[src/rtl/eth_axis_pkg.sv]
// Shared types and helpers for the UDP payload to AXI-Stream packer.
package eth_axis_pkg;

  typedef enum logic [1:0] {
    IDLE    = 2'd0,
    COLLECT = 2'd1,
    FLUSH   = 2'd2
  } packer_state_t;

  // Widest keep mask the helper can build; callers truncate to their width.
  localparam int KEEP_MAX = 64;

  // Mask of width w with the top n bits set (lane 0 lives in the MSB).
  function automatic logic [KEEP_MAX-1:0] keep_from_count(input int n, input int w);
    logic [KEEP_MAX-1:0] m;
    m = '0;
    for (int i = 0; i < KEEP_MAX; i++) begin
      if ((i < w) && (i >= w - n)) m[i] = 1'b1;
    end
    return m;
  endfunction

endpackage

[src/rtl/axis_sync_fifo.sv]
// Synchronous first-word-fall-through FIFO with occupancy output.
// A write while full is only accepted when a read happens in the same cycle.
module axis_sync_fifo #(
  parameter int WIDTH = 8,
  parameter int DEPTH = 16,
  parameter int LVL_W = $clog2(DEPTH) + 1
) (
  input  logic             clk,
  input  logic             rst,
  input  logic             wr_en,
  input  logic [WIDTH-1:0] wr_data,
  input  logic             rd_en,
  output logic [WIDTH-1:0] rd_data,
  output logic             empty,
  output logic             full,
  output logic [LVL_W-1:0] level
);

  localparam int PTR_W = $clog2(DEPTH);

  logic [WIDTH-1:0] mem_q [DEPTH];
  logic [PTR_W-1:0] wr_ptr_q, wr_ptr_d;
  logic [PTR_W-1:0] rd_ptr_q, rd_ptr_d;
  logic [LVL_W-1:0] count_q, count_d;
  logic             do_wr, do_rd;

  assign empty   = (count_q == '0);
  assign full    = (count_q == LVL_W'(DEPTH));
  assign level   = count_q;
  assign rd_data = mem_q[rd_ptr_q];

  // Accept/reject decisions and next pointer/count values.
  always_comb begin
    do_rd    = rd_en && !empty;
    do_wr    = wr_en && (!full || do_rd);
    wr_ptr_d = wr_ptr_q;
    rd_ptr_d = rd_ptr_q;
    count_d  = count_q;
    if (do_wr) wr_ptr_d = wr_ptr_q + PTR_W'(1);
    if (do_rd) rd_ptr_d = rd_ptr_q + PTR_W'(1);
    if (do_wr && !do_rd) count_d = count_q + LVL_W'(1);
    else if (!do_wr && do_rd) count_d = count_q - LVL_W'(1);
  end

  // Pointer and occupancy registers.
  always_ff @(posedge clk or posedge rst) begin
    if (rst) begin
      wr_ptr_q <= '0;
      rd_ptr_q <= '0;
      count_q  <= '0;
    end else begin
      wr_ptr_q <= wr_ptr_d;
      rd_ptr_q <= rd_ptr_d;
      count_q  <= count_d;
    end
  end

  // Storage array; contents are don't-care while empty.
  always_ff @(posedge clk) begin
    if (do_wr) mem_q[wr_ptr_q] <= wr_data;
  end

endmodule

[src/rtl/udp_axis_packer.sv]
// Packs a level-valid UDP payload byte stream into OUT_BYTES-wide AXI-Stream
// words with tkeep/tlast, buffered by a FWFT FIFO that absorbs backpressure.
// AXIS handshake: a word transfers on a cycle where tvalid and tready are both
// high; tvalid never depends on tready and the word is held while stalled.
module udp_axis_packer
  import eth_axis_pkg::*;
#(
  parameter int OUT_BYTES  = 4,
  parameter int FIFO_DEPTH = 16,
  parameter int LVL_W      = $clog2(FIFO_DEPTH) + 1
) (
  input  logic                   aclk,
  input  logic                   areset,
  input  logic [7:0]             data_in,
  input  logic                   udp_data_valid,
  output logic [OUT_BYTES*8-1:0] m_axis_tdata,
  output logic [OUT_BYTES-1:0]   m_axis_tkeep,
  output logic                   m_axis_tlast,
  output logic                   m_axis_tvalid,
  input  logic                   m_axis_tready,
  output logic                   overflow,
  output logic                   overflow_sticky,
  output logic [LVL_W-1:0]       fifo_level
);

  localparam int W     = OUT_BYTES * 8;
  localparam int IDX_W = $clog2(OUT_BYTES);
  localparam int ENT_W = 1 + OUT_BYTES + W;

  packer_state_t      state_q, state_d;
  logic [W-1:0]       acc_q, acc_d;
  logic [IDX_W-1:0]   idx_q, idx_d;
  logic [W-1:0]       hold_q, hold_d;
  logic               hold_v_q, hold_v_d;
  logic               overflow_q, overflow_d;
  logic               sticky_q, sticky_d;

  logic               push;
  logic [W-1:0]       push_data;
  logic [OUT_BYTES-1:0] push_keep;
  logic               push_last;
  logic [W-1:0]       acc_wr;
  logic [W-1:0]       acc_first;
  logic               last_lane;

  logic [ENT_W-1:0]   fifo_rd_data;
  logic               fifo_empty;
  logic               fifo_full;
  logic               pop;
  logic               drop;

  // Accumulator with the incoming byte placed at lane idx, and a fresh
  // accumulator holding only the incoming byte at lane 0.
  always_comb begin
    acc_wr = acc_q;
    for (int k = 0; k < OUT_BYTES; k++) begin
      if (idx_q == IDX_W'(k)) acc_wr[W-1-8*k -: 8] = data_in;
    end
    acc_first          = '0;
    acc_first[W-1 -: 8] = data_in;
    last_lane          = (idx_q == IDX_W'(OUT_BYTES - 1));
  end

  // Packer FSM: next state, datapath updates and the single FIFO push.
  always_comb begin
    state_d   = state_q;
    acc_d     = acc_q;
    idx_d     = idx_q;
    hold_d    = hold_q;
    hold_v_d  = hold_v_q;
    push      = 1'b0;
    push_data = hold_q;
    push_keep = '1;
    push_last = 1'b0;
    case (state_q)
      IDLE: begin
        if (udp_data_valid) begin
          acc_d   = acc_first;
          idx_d   = IDX_W'(1);
          state_d = COLLECT;
        end
      end
      COLLECT: begin
        if (udp_data_valid) begin
          if (hold_v_q) begin
            push     = 1'b1;
            hold_v_d = 1'b0;
          end
          if (last_lane) begin
            hold_d   = acc_wr;
            hold_v_d = 1'b1;
            acc_d    = '0;
            idx_d    = '0;
          end else begin
            acc_d = acc_wr;
            idx_d = idx_q + IDX_W'(1);
          end
        end else begin
          // Frame end: the held word is the last one only if acc is empty.
          if (hold_v_q) begin
            push     = 1'b1;
            hold_v_d = 1'b0;
            if (idx_q == '0) begin
              push_last = 1'b1;
              state_d   = IDLE;
            end else begin
              state_d = FLUSH;
            end
          end else begin
            if (idx_q != '0) begin
              push      = 1'b1;
              push_data = acc_q;
              push_keep = OUT_BYTES'(keep_from_count(int'(idx_q), OUT_BYTES));
              push_last = 1'b1;
            end
            acc_d   = '0;
            idx_d   = '0;
            state_d = IDLE;
          end
        end
      end
      FLUSH: begin
        push      = 1'b1;
        push_data = acc_q;
        push_keep = OUT_BYTES'(keep_from_count(int'(idx_q), OUT_BYTES));
        push_last = 1'b1;
        if (udp_data_valid) begin
          acc_d   = acc_first;
          idx_d   = IDX_W'(1);
          state_d = COLLECT;
        end else begin
          acc_d   = '0;
          idx_d   = '0;
          state_d = IDLE;
        end
      end
      default: begin
        acc_d    = '0;
        idx_d    = '0;
        hold_v_d = 1'b0;
        state_d  = IDLE;
      end
    endcase
  end

  // Drop detection: a push into a full FIFO survives only with a same-cycle pop.
  always_comb begin
    pop        = !fifo_empty && m_axis_tready;
    drop       = push && fifo_full && !pop;
    overflow_d = drop;
    sticky_d   = sticky_q || drop;
  end

  // Packer state and status registers.
  always_ff @(posedge aclk or posedge areset) begin
    if (areset) begin
      state_q    <= IDLE;
      acc_q      <= '0;
      idx_q      <= '0;
      hold_q     <= '0;
      hold_v_q   <= 1'b0;
      overflow_q <= 1'b0;
      sticky_q   <= 1'b0;
    end else begin
      state_q    <= state_d;
      acc_q      <= acc_d;
      idx_q      <= idx_d;
      hold_q     <= hold_d;
      hold_v_q   <= hold_v_d;
      overflow_q <= overflow_d;
      sticky_q   <= sticky_d;
    end
  end

  axis_sync_fifo #(
    .WIDTH (ENT_W),
    .DEPTH (FIFO_DEPTH),
    .LVL_W (LVL_W)
  ) u_fifo (
    .clk     (aclk),
    .rst     (areset),
    .wr_en   (push),
    .wr_data ({push_last, push_keep, push_data}),
    .rd_en   (m_axis_tready),
    .rd_data (fifo_rd_data),
    .empty   (fifo_empty),
    .full    (fifo_full),
    .level   (fifo_level)
  );

  // Output word is forced to zero while nothing is queued.
  assign m_axis_tvalid = !fifo_empty;
  assign {m_axis_tlast, m_axis_tkeep, m_axis_tdata} = fifo_empty ? '0 : fifo_rd_data;
  assign overflow        = overflow_q;
  assign overflow_sticky = sticky_q;

endmodule

[config.mk]
export PLATFORM = sky130hd
export DESIGN_NAME = udp_axis_packer
export DESIGN_NICKNAME = d
export VERILOG_FILES = /design/src/rtl/eth_axis_pkg.sv /design/src/rtl/axis_sync_fifo.sv /design/src/rtl/udp_axis_packer.sv
export SDC_FILE = /design/constraint.sdc
export NUM_CORES = 1
export LEC_CHECK = 0
export ABC_AREA = 1
export CORE_MARGIN = 2
export CORE_UTILIZATION = 35
export DETAILED_ROUTE_END_ITERATION = 6
export PLACE_DENSITY_LB_ADDON = 0.3
export SETUP_SLACK_MARGIN = 0.15
export SLEW_MARGIN = 10
export SYNTH_ARGS = -nofsm -noshare
export SYNTH_HDL_FRONTEND = slang
export SYNTH_SLANG_ARGS = --single-unit
[constraint.sdc]
create_clock -name aclk -period 4.84 [get_ports aclk]
set_clock_uncertainty 0.15 [all_clocks]
set_input_delay 0.484 -clock aclk [delete_from_list [all_inputs] [get_ports aclk]]
set_output_delay 0.484 -clock aclk [all_outputs]
set_load 0.03 [all_outputs]
## Yosys cells after proc, flatten, opt, wreduce, memory -nomap -nowiden

Memory sizes are Yosys's and may differ from the RTL's.
Cells that the tools add are included.

- Input bits: 12
- Output and inout bits: 45
- Memory bits (writable): 592
- Memories kept: 1
- Register bits: 84

Memory list:

| memory | words | bits a word | rd ports | clocked after Yosys merged registers in | wr ports | RTL line | RTL |
|---|---|---|---|---|---|---|---|
| u_fifo.mem_q | 16 | 37 | 1 | 0 | 1 | axis_sync_fifo.sv:21 | `logic [WIDTH-1:0] mem_q [DEPTH];` |

- Reduce and logical (&&, ||, !) cells: 21
- $lt $le $gt $ge: 4
- Mux-type cells: 49
- Add/sub/neg operators: 6
- Eq/ne operators: 9

Operators with widths:

| cell | number |
|---|---|
| two-way mux 32 bit | 8 |
| case mux 32 bit (3 select lines) | 1 |
| greater-or-equal comparator 3 x 32 -> 1 bit, first input constant | 2 |
| case mux 32 bit (2 select lines) | 1 |
| two-way mux 37 bit | 1 |
| greater-or-equal comparator 1 x 32 -> 1 bit, first input constant | 1 |
| greater-or-equal comparator 2 x 32 -> 1 bit, first input constant | 1 |
| two-way mux 8 bit | 4 |
| two-way mux 1 bit | 16 |
| two-way mux 2 bit | 7 |
| two-way mux 4 bit | 3 |
| case mux 2 bit (3 select lines) | 2 |
| two-way mux 5 bit | 2 |
| adder 4 x 1 -> 4 bit, second input constant | 2 |
| case mux 4 bit (2 select lines) | 1 |
| == test 2 bit, second input constant | 3 |
| logical AND 1 bit | 6 |
| case mux 1 bit (2 select lines) | 3 |
| adder 5 x 1 -> 5 bit, second input constant | 1 |
| == test 5 bit, second input constant | 1 |
| zero test 5 bit | 1 |
| subtractor 5 x 1 -> 5 bit, second input constant | 1 |
| == test 2 x 1 -> 1 bit, second input constant | 2 |
| zero test 1 bit | 4 |
| other kinds (10) | 15 |

## Logic depth before layout (Yosys ltp)

Gate-level depths: netlist of the first run.

- Depth in word-level cells: 10
- Depth in mapped cells: 16
- Gate-level depth less buffers: 16

## Modules after synthesis

A second synthesis of the first run with hierarchy kept.

- Cells, all modules: 3,105
- Area, all modules: 29,902.4 um^2

Modules (own cells, without submodules):

| module | instances | cells an instance | area an instance (um^2) |
|---|---|---|---|
| axis_sync_fifo | 1 | 2,433 | 25,564.5 |
| udp_axis_packer | 1 | 672 | 4,337.9 |

## Least setup slack after synthesis of the first run

Ideal clock, no wire load.

- Path type: register to register
- Start point: reg idx_q[0]
- End point: mem u_fifo.mem_q[0][0] (netlist name) (enable)
- Stages on the path, launching flop included: 10
- Setup time: 0.431 ns
- Setup slack: 1.086 ns
- Required time: 4.259 ns
- Arrival time: 3.173 ns
- Period minus slack after synthesis: 3.754 ns
- Cell sequence: dfrtp_1 > inv_1 > ha_1 > ha_1 > nand3b_1 > o211ai_2 > nand2_2 > nor2_4 > nand2_4 > nor2_1

- Cells in the longest elaborated chain, start to end: 8

RTL lines:

| what | RTL line | RTL |
|---|---|---|
| from (decl) | udp_axis_packer.sv:32 | `logic [IDX_W-1:0] idx_q, idx_d;` |
| from (signal assigned) | udp_axis_packer.sv:167 | `idx_q <= idx_d;` |
| nonzero test 2 bit | udp_axis_packer.sv:110 | `if (idx_q != '0) begin` |
| two-way mux 1 bit | udp_axis_packer.sv:110 |  |
| two-way mux 1 bit | udp_axis_packer.sv:100 | `if (hold_v_q) begin` |
| two-way mux 1 bit | udp_axis_packer.sv:84 | `if (udp_data_valid) begin` |
| case mux 1 bit (2 select lines) | udp_axis_packer.sv:75 | `case (state_q)` |
| logical AND 1 bit | axis_sync_fifo.sv:35 | `do_wr = wr_en && (!full \|\| do_rd);` |
| net u_fifo.do_wr | axis_sync_fifo.sv:25 | `logic do_wr, do_rd;` |
| two-way mux 1 bit | axis_sync_fifo.sv:60 | `if (do_wr) mem_q[wr_ptr_q] <= wr_data;` |
| two-way mux 1 bit (implied by the code) | axis_sync_fifo.sv:60 |  |
| to (decl) | axis_sync_fifo.sv:21 |  |

The timed path passes the listed nets, and every way through them passes these cells.

## Worst setup path in the final report of the first run

- Start point: reg u_fifo.rd_ptr_q[0]
- End point: out m_axis_tdata[25]

- Cells in the longest elaborated chain, start to end: 2

RTL lines:

| what | RTL line | RTL |
|---|---|---|
| from (decl) | axis_sync_fifo.sv:23 | `logic [PTR_W-1:0] rd_ptr_q, rd_ptr_d;` |
| from (signal assigned) | axis_sync_fifo.sv:53 | `rd_ptr_q <= rd_ptr_d;` |
| memory (16 x 37 bit) | n/a |  |
| two-way mux 37 bit | udp_axis_packer.sv:193 | `assign {m_axis_tlast, m_axis_tkeep, m_axis_tdata} = fifo_empty ? '0 : fifo_rd_data;` |
| to (decl) | udp_axis_packer.sv:16 | `output logic [OUT_BYTES*8-1:0] m_axis_tdata,` |

No other way between the ends.

==> results of run 1 <==
==> layer usage <==
metal  part of all wire [%]  global-route usage, %  vias up
met5                      0                      0        -
met4                    2.4                   6.04        0
met1                     44                   24.8     9533
li1                       -                      -     8903
met3                    5.2                   2.20      113
met2                     49                   31.3      615
==> registers in the layout, indices dropped and copies added, names as in the netlist <==
signal           flops
u_fifo.rd_ptr_q      4
overflow             1
idx_q                2
acc_q               32
u_fifo.wr_ptr_q      4
hold_v_q             1
u_fifo.level         5
state_q              2
u_fifo.mem_q       592
hold_q              32
overflow_sticky      1
==> power by group through the flow <==
stage / registers [mW] / clock network [mW] / logic, mW
floorplan: 8.20 / 0 / 5.58
detailed placement: 8.30 / 0 / 8.77
CTS: 8.18 / 5.06 / 8.81
global placement: 8.28 / 0 / 8.65
global route: 8.23 / 5.29 / 9.66
finish: 8.18 / 4.98 / 8.76
==> layout make-up <==
| class | count | area [um^2] | area share [%] |
|---|---|---|---|
| Clock buffer | 92 | 1920 | 5.90 |
| Clock inverter | 34 | 178 | 0.546 |
| Inverter | 87 | 338 | 1.04 |
| Multi-Input combinational cell | 1633 | 7430 | 22.9 |
| Sequential cell | 676 | 19900 | 61.2 |
| Tap cell | 1060 | 1330 | 4.08 |
| Timing Repair Buffer | 142 | 1430 | 4.40 |
==> cells in the mapped netlist <==
library cell  number
o211ai_2           1
nor3_1             1
nand2_4            5
o22ai_1            1
inv_6              1
o31ai_1            1
buf_6              4
a21oi_1           69
inv_1             84
buf_4              9
buf_1             16
nor3_2             1
dfrtp_1           84
o21ai_0           94
a21oi_2            1
buf_2             92
or2_2              1
fa_1               1
clkbuf_1          31
nand2_1          881
nand2_2            1
xnor2_1            2
ha_1              22
nor2_4             2
xor2_1             6
nor2_2             1
o21a_1             1
nand3_1          490
nor2_1            48
o211ai_1           1
edfxtp_1         592
nand4_1            1
nand3b_1           1
inv_2              2
==> kinds of logic (layout without fill, tap and decap cells) <==
logic type / count (synthesis) / count (layout)
fa+ha+maj: 23 / 23
compound gates: 169 / 169
flops: 676 / 676
simple gates: 1433 / 1433
buf+inv: 239 / 355
xor+xnor: 8 / 8
==> per-stage QoR <==
step	setup WS [ps]	utilization, %	power (mW)	hold WS, ps	cell area, um^2
after floorplan	1090	-	13.8	308	28300
after global placement	1050	37.9	16.9	307	30400
after detailed placement	1110	37.9	17.1	321	30400
after CTS	443	40.5	22.0	17.0	32500
after global routing	280	40.5	23.2	64.2	32500
final	491	40.5	21.9	16.8	32500
==> worst reg2reg max path: cells and delay by family, from the launching register on <==
| kind | cells | cell delay [ps] |
|---|---|---|
| adders and majority gates | 4 | 1420 |
| AOI/OAI and AO/OA | 2 | 280 |
| xor gates and xnor gates | 1 | 160 |
| and+or+nand+nor | 7 | 930 |
| buffers and inverters | 2 | 260 |
| DFF | 1 | 400 |
==> placed cells by master (no fill, tap or decap), drive strengths merged, types with 6 or more instances in the layout <==
master / count
clkinv: 31
nor2: 51
dfrtp: 84
nand3: 490
xor2: 6
nand2: 887
a21oi: 70
inv: 90
ha: 22
o21ai: 94
clkbuf: 92
edfxtp: 592
buf: 86
clkdlybuf4s50: 56
==> worst min path at each step <==
stage,start,endpoint,slack [ps],cells after the start
2_1_floorplan,acc_q[6]$_DFFE_PP0P_,acc_q[6]$_DFFE_PP0P_,310,1
3_3_place_gp,overflow_sticky$_DFF_PP0_,overflow_sticky$_DFF_PP0_,310,1
3_5_place_dp,overflow_sticky$_DFF_PP0_,overflow_sticky$_DFF_PP0_,320,1
4_1_cts,areset,overflow$_DFF_PP0_,20,2
5_1_grt,areset,overflow$_DFF_PP0_,60,2
6_report,areset,u_fifo.level[3]$_DFFE_PP0P_,20,2
==> results by group, run 1 <==
Timing
  – RSZ-0062 raised after global routing: false
  – Tmin final: roughly 4300 ps
  – Achievable Freq: approximately 0.23 GHz
  – Final Cycle Share: roughly 90%
  – Final setup fails: 0
  – Setup TNS Final: 0 ps
  – Worst-Margin Slew: around 1100 ps
  – Slew HR: approximately 28%
  – Final hold violations: 0
  – Slew Limit Fails: 0

Logic synthesis
  – Mean post-synth cell area: between 10 and 15 um^2
  – Post-Syn Nets: around 2600
  – Post-synthesis sequential area ratio: around 70%
  – Top-area cell type share of the netlist area: between 60% and 70%
  – Synth area leaders: edfxtp_1 (63%), nand2_1 (12%), nand3_1 (8.7%), dfrtp_1 (7.4%), o21ai_0 (1.7%)
  – Main combinational cell family by area after synthesis: simple AND/OR/NAND/NOR gates
  – Mapped Area: between 0.02 and 0.03 mm^2
  – Post-synthesis mux area share: 0%
  – Count of cell types in the netlist: 34
  – Syn Inst Count: between 2000 and 3000
  – #FFs+latches synth: a little under 700
  – Synth Area in Simple Gates: a little over a fifth
  – Synth area leader: edfxtp_1
  – Syn. warnings: 0
  – Synth Area in XOR/XNOR: less than 1%
  – Synth Area in Compound Gates: 3.06%
  – Post-synthesis adder-cell area fraction: under 10%

Cells and area
  – Share of cells above drive strength 1: under 10%
  – # nets final: 2644
  – Non-Filler Instances: about 3700
  – Filler cell count: roughly 7500
  – Area Growth Syn to Fin: 15.1%
  – Inserted Diodes: 0

Clock tree
  – Sink Count: 676
  – Clk Latency, worst-skew pair: 620 ps
  – Post-CTS Resized: 0
  – CTS tree: built
  – Postcts setup bufs: 0
  – Root Buffer: clkbuf_16
  – TritonCTS buffer count: 69
  – CTS clk-pin slew, worst paths: around 60 ps
  – Hold bufs inserted after CTS: 0
  – CTS max path bufs: 3
  – H-tree levels: 3

Power and ir drop
  – Flop pwr share: a little under two fifths
  – Internal: ~13 mW
  – Comb pwr share: between 40% and 50%
  – Switching pwr: 8.68 mW
  – PwrDens: just under 700 mW/mm^2
  – Sw Ratio: approximately two fifths
  – Max VDD drop: ~0.32 mV
  – Clk pwr share: between 20% and 30%
  – Cell leakage power: 12.1 nW

Setup path
  – Worst-case reg-to-reg path depth: 16
  – Reg-to-Reg End: u_fifo.level[4]$_DFFE_PP0P_
  – Critical Path Sink: m_axis_tdata[25]
  – Critical Path Source Type: flip-flop
  – CP max stage cell: clkdlybuf4s50_1
  – Most common cell on crit path: nand2_1
  – CP max FO: 73
  – Crit. Startpoint: u_fifo.rd_ptr_q[0]$_DFFE_PP0N_
  – Worst R2R Setup Slack: between 1000 and 1500 ps
  – CP delay by family, top: buffers and inverters
  – Crit path depth: 9
  – CP Buf/Inv Count: 3
  – Crit path required time: around 4200 ps
  – Critical R2R Launch: idx_q[0]$_DFFE_PP0P_
  – CP cell instances: inv_8 > buf_4 > nand2_1 > nand3_1 > nand3_1 > nand2_1 > nand2_1 > a21oi_1 > clkdlybuf4s50_1
  – Crit end category: primary output
  – Kind of critical path: reg -> out
  – CP peak stage delay: between 700 and 800 ps
  – CP Data Arrival Time: ~3700 ps

Floorplanning
  – Die width: between 200 and 300 um
  – Die height: 288 um
  – # rows: 104
  – Die area: between 0.08 and 0.09 mm^2
  – I/O pins: 57
  – Core area: roughly 0.080 mm^2
  – Initial core utilization: a little over a third

Route
  – Routed len/inst: 20.4 um
  – Detail Route Antenna Nets: 0
  – First DRT Iteration DRCs: 1700
  – DRT Pass-1 Iters: 6
  – Total Wirelength: 76100 um
  – DR vias: 19164
  – Via density: 5.15
  – Drt drc: 0

Placed design
  – GPL Wtd Cong: 0.790
  – Port bufs: 56
  – DP HPWL: 41200 um
  – Placed cell count: 3598

Global route
  – Vias in the first global route: 18776
  – Global router's overall resource usage: 18.5%
  – Initial antenna violation count: 0
  – Largest net degree at the start of global routing: around 120
  – First-pass GRT wire length: ~120000 um
  – GR Overflow Total: 0

Flow run
  – MaxCap Viol Count: 0

Min path
  – HP Class: in -> async

Outcome
  – Status: completed
No activity file was read; power rests on OpenSTA's default activity.
==> inputs of run 2 (changes only) <==
Clock period 4.84 ns to 5 ns, I/O delays scaled along.
==> run 2 against run 1 <==
Effect of this change:
- the run now ends with design-rule violations left
- final cell count about the same
- total power decreased by 1.2%
- global-route usage increased by 0.25 points
- sequential share of layout area decreased by 0.32 points
- sequential power decreased by 2.8%
- final area increased by 0.52%
- highest routed layer unchanged
==> results by group, run 2 (synthesized netlist as in run 1, its figures left out) <==
Outcome
  – Status: complete, but fails checks
  – Failing checks: design-rule violations

Global route
  – GR Overflow Total: 0
  – Largest net degree at the start of global routing: between 150 and 200
  – First-pass GRT wire length: between 100000 and 150000 um
  – Initial antenna violation count: 0
  – Global router's overall resource usage: 18.7%
  – Vias in the first global route: 18863

Timing
  – Final hold violations: 0
  – RSZ-0062 raised after global routing: false
  – Setup WS post-layout: about 430 ps
  – Hold WS: about 210 ps
  – Slew Limit Fails: 0
  – Tmin final: between 4000 and 5000 ps
  – Final Cycle Share: 91.4%
  – Achievable Freq: approximately 0.22 GHz
  – Final setup fails: 0
  – Setup TNS Final: 0 ps
  – Slew HR: between 30% and 40%
  – Worst-Margin Slew: around 1000 ps

Setup path
  – Crit end category: primary output
  – CP Buf/Inv Count: 3
  – Critical Path Source Type: flip-flop
  – CP Data Arrival Time: a little under 4000 ps
  – Most common cell on crit path: nand2_1
  – CP delay by family, top: buffers and inverters
  – Kind of critical path: reg -> out
  – CP peak stage delay: 760 ps
  – Worst R2R Setup Slack: between 1000 and 1500 ps
  – CP max FO: 57
  – Worst-case reg-to-reg path depth: 10
  – CP cell instances: inv_8 > buf_4 > nand2_1 > nand3_1 > nand3_1 > nand2_1 > nand2_1 > a21oi_1 > clkdlybuf4s50_1
  – Critical R2R Launch: idx_q[0]$_DFFE_PP0P_
  – Crit path required time: 4350 ps
  – Reg-to-Reg End: u_fifo.mem_q[12][1]$_DFFE_PP_
  – CP max stage cell: dfrtp_4

Route
  – Detail Route Antenna Nets: 0
  – First DRT Iteration DRCs: ~2000
  – Routed len/inst: 20.9 um
  – Drt drc: 2
  – Total Wirelength: just under 80000 um
  – DR vias: 19197
  – DRT Pass-1 Iters: 7
  – Via density: around 5.2

Placed design
  – Post-place instance area: slightly above 0.03 mm^2
  – DP Worst Slack: 1100 ps
  – GPL Wtd Cong: ~0.8
  – Placed cell count: 3596
  – DP HPWL: between 40000 and 50000 um
  – Port bufs: 56

Min path
  – HP Class: in -> async

Cells and area
  – Filler cell count: roughly 7500
  – Inserted Diodes: 0
  – Most common cell after layout, fill and taps aside: nand2_1
  – Largest regs: u_fifo.mem_q (592), acc_q (32), hold_q (32)
  – Post-route cell area: between 0.03 and 0.04 mm^2
  – Commonest cells after routing, fill and taps aside: nand2_1 (881), edfxtp_1 (592), nand3_1 (490), o21ai_0 (94), inv_1 (82)
  – Area Growth Syn to Fin: 15.7%
  – # nets final: 2643
  – Reg with most FFs: u_fifo.mem_q
  – Max reg flops: just under 600
  – Non-Filler Instances: 3721
  – Share of cells above drive strength 1: about 8.4%

Clock tree
  – CTS max path bufs: 3
  – H-tree levels: 3
  – Clk Latency, worst-skew pair: 610 ps
  – Sink Count: between 600 and 700
  – Postcts setup bufs: 0
  – CTS clk-pin slew, worst paths: roughly 60 ps
  – Hold bufs inserted after CTS: 0
  – CTS tree: built
  – TritonCTS buffer count: 70
  – Root Buffer: clkbuf_16
  – Post-CTS Resized: 0

Power and ir drop
  – Max VDD drop: 0.346 mV
  – PwrDens: 663 mW/mm^2
  – Cell leakage power: around 12 nW

Floorplanning
  – Die height: 288 um
  – Die width: roughly 290 um
  – Die area: 0.0830 mm^2
  – # rows: between 100 and 150
  – Initial core utilization: between 30% and 40%
  – Core area: around 0.08 mm^2
  – I/O pins: 57

Flow run
  – MaxCap Viol Count: 0
-- run 2: worst max path at each step --
stage / startpoint / end / slack [ps] / cells after the start
2_1_floorplan: idx_q[0]$_DFFE_PP0P_ / u_fifo.mem_q[0][0]$_DFFE_PP_ / 1250 / 9
3_3_place_gp: u_fifo.rd_ptr_q[0]$_DFFE_PP0N_ / m_axis_tdata[28] / 1120 / 9
3_5_place_dp: u_fifo.rd_ptr_q[0]$_DFFE_PP0N_ / m_axis_tdata[3] / 1100 / 10
4_1_cts: u_fifo.rd_ptr_q[0]$_DFFE_PP0N_ / m_axis_tdata[3] / 440 / 10
5_1_grt: u_fifo.rd_ptr_q[0]$_DFFE_PP0N_ / m_axis_tdata[28] / 250 / 9
6_report: u_fifo.rd_ptr_q[0]$_DFFE_PP0N_ / m_axis_tdata[28] / 430 / 9
-- run 2: through the flow --
step	power, mW	utilization, %
after floorplan	13.3	-
after global placement	16.4	37.9
after detailed placement	16.5	37.9
after CTS	21.8	40.7
after global routing	22.9	40.7
final	21.7	40.7
-- run 2: where the power goes --
group          leakage (nW)  switching (mW)  internal, mW
combinational          4.67            5.96          2.50
clock                  1.11            2.16          3.08
sequential             6.36           0.349          7.60
-- run 2: layer usage --
metal  vias up  GRT usage, %  share of wire, %
met5         -             0                 0
met4         0          6.42               2.8
met3       131          2.65               6.4
met2       645          30.9                48
met1      9533          25.4                43
li1       8888             -                 -
-- run 2: final cells by class --
cell class / count / area (um^2) / share of cell area, %
inverter: 87 / 338 / 1.03
clock inverter: 37 / 410 / 1.26
tap: 1060 / 1330 / 4.06
timing repair buffer: 140 / 1400 / 4.30
sequential: 676 / 19900 / 60.9
multi-input combinational: 1633 / 7440 / 22.8
clock buffer: 88 / 1870 / 5.73
-- run 2: worst reg2reg max path, stage by stage (launching register included) --
cell and delay [ps]:
dfrtp_1 400, inv_1 140, ha_1 450, ha_1 290, nand3b_1 160, o211ai_2 110
nand2_2 100, nor2_4 400, nand2_4 180, nor2_4 810, buf_4 330
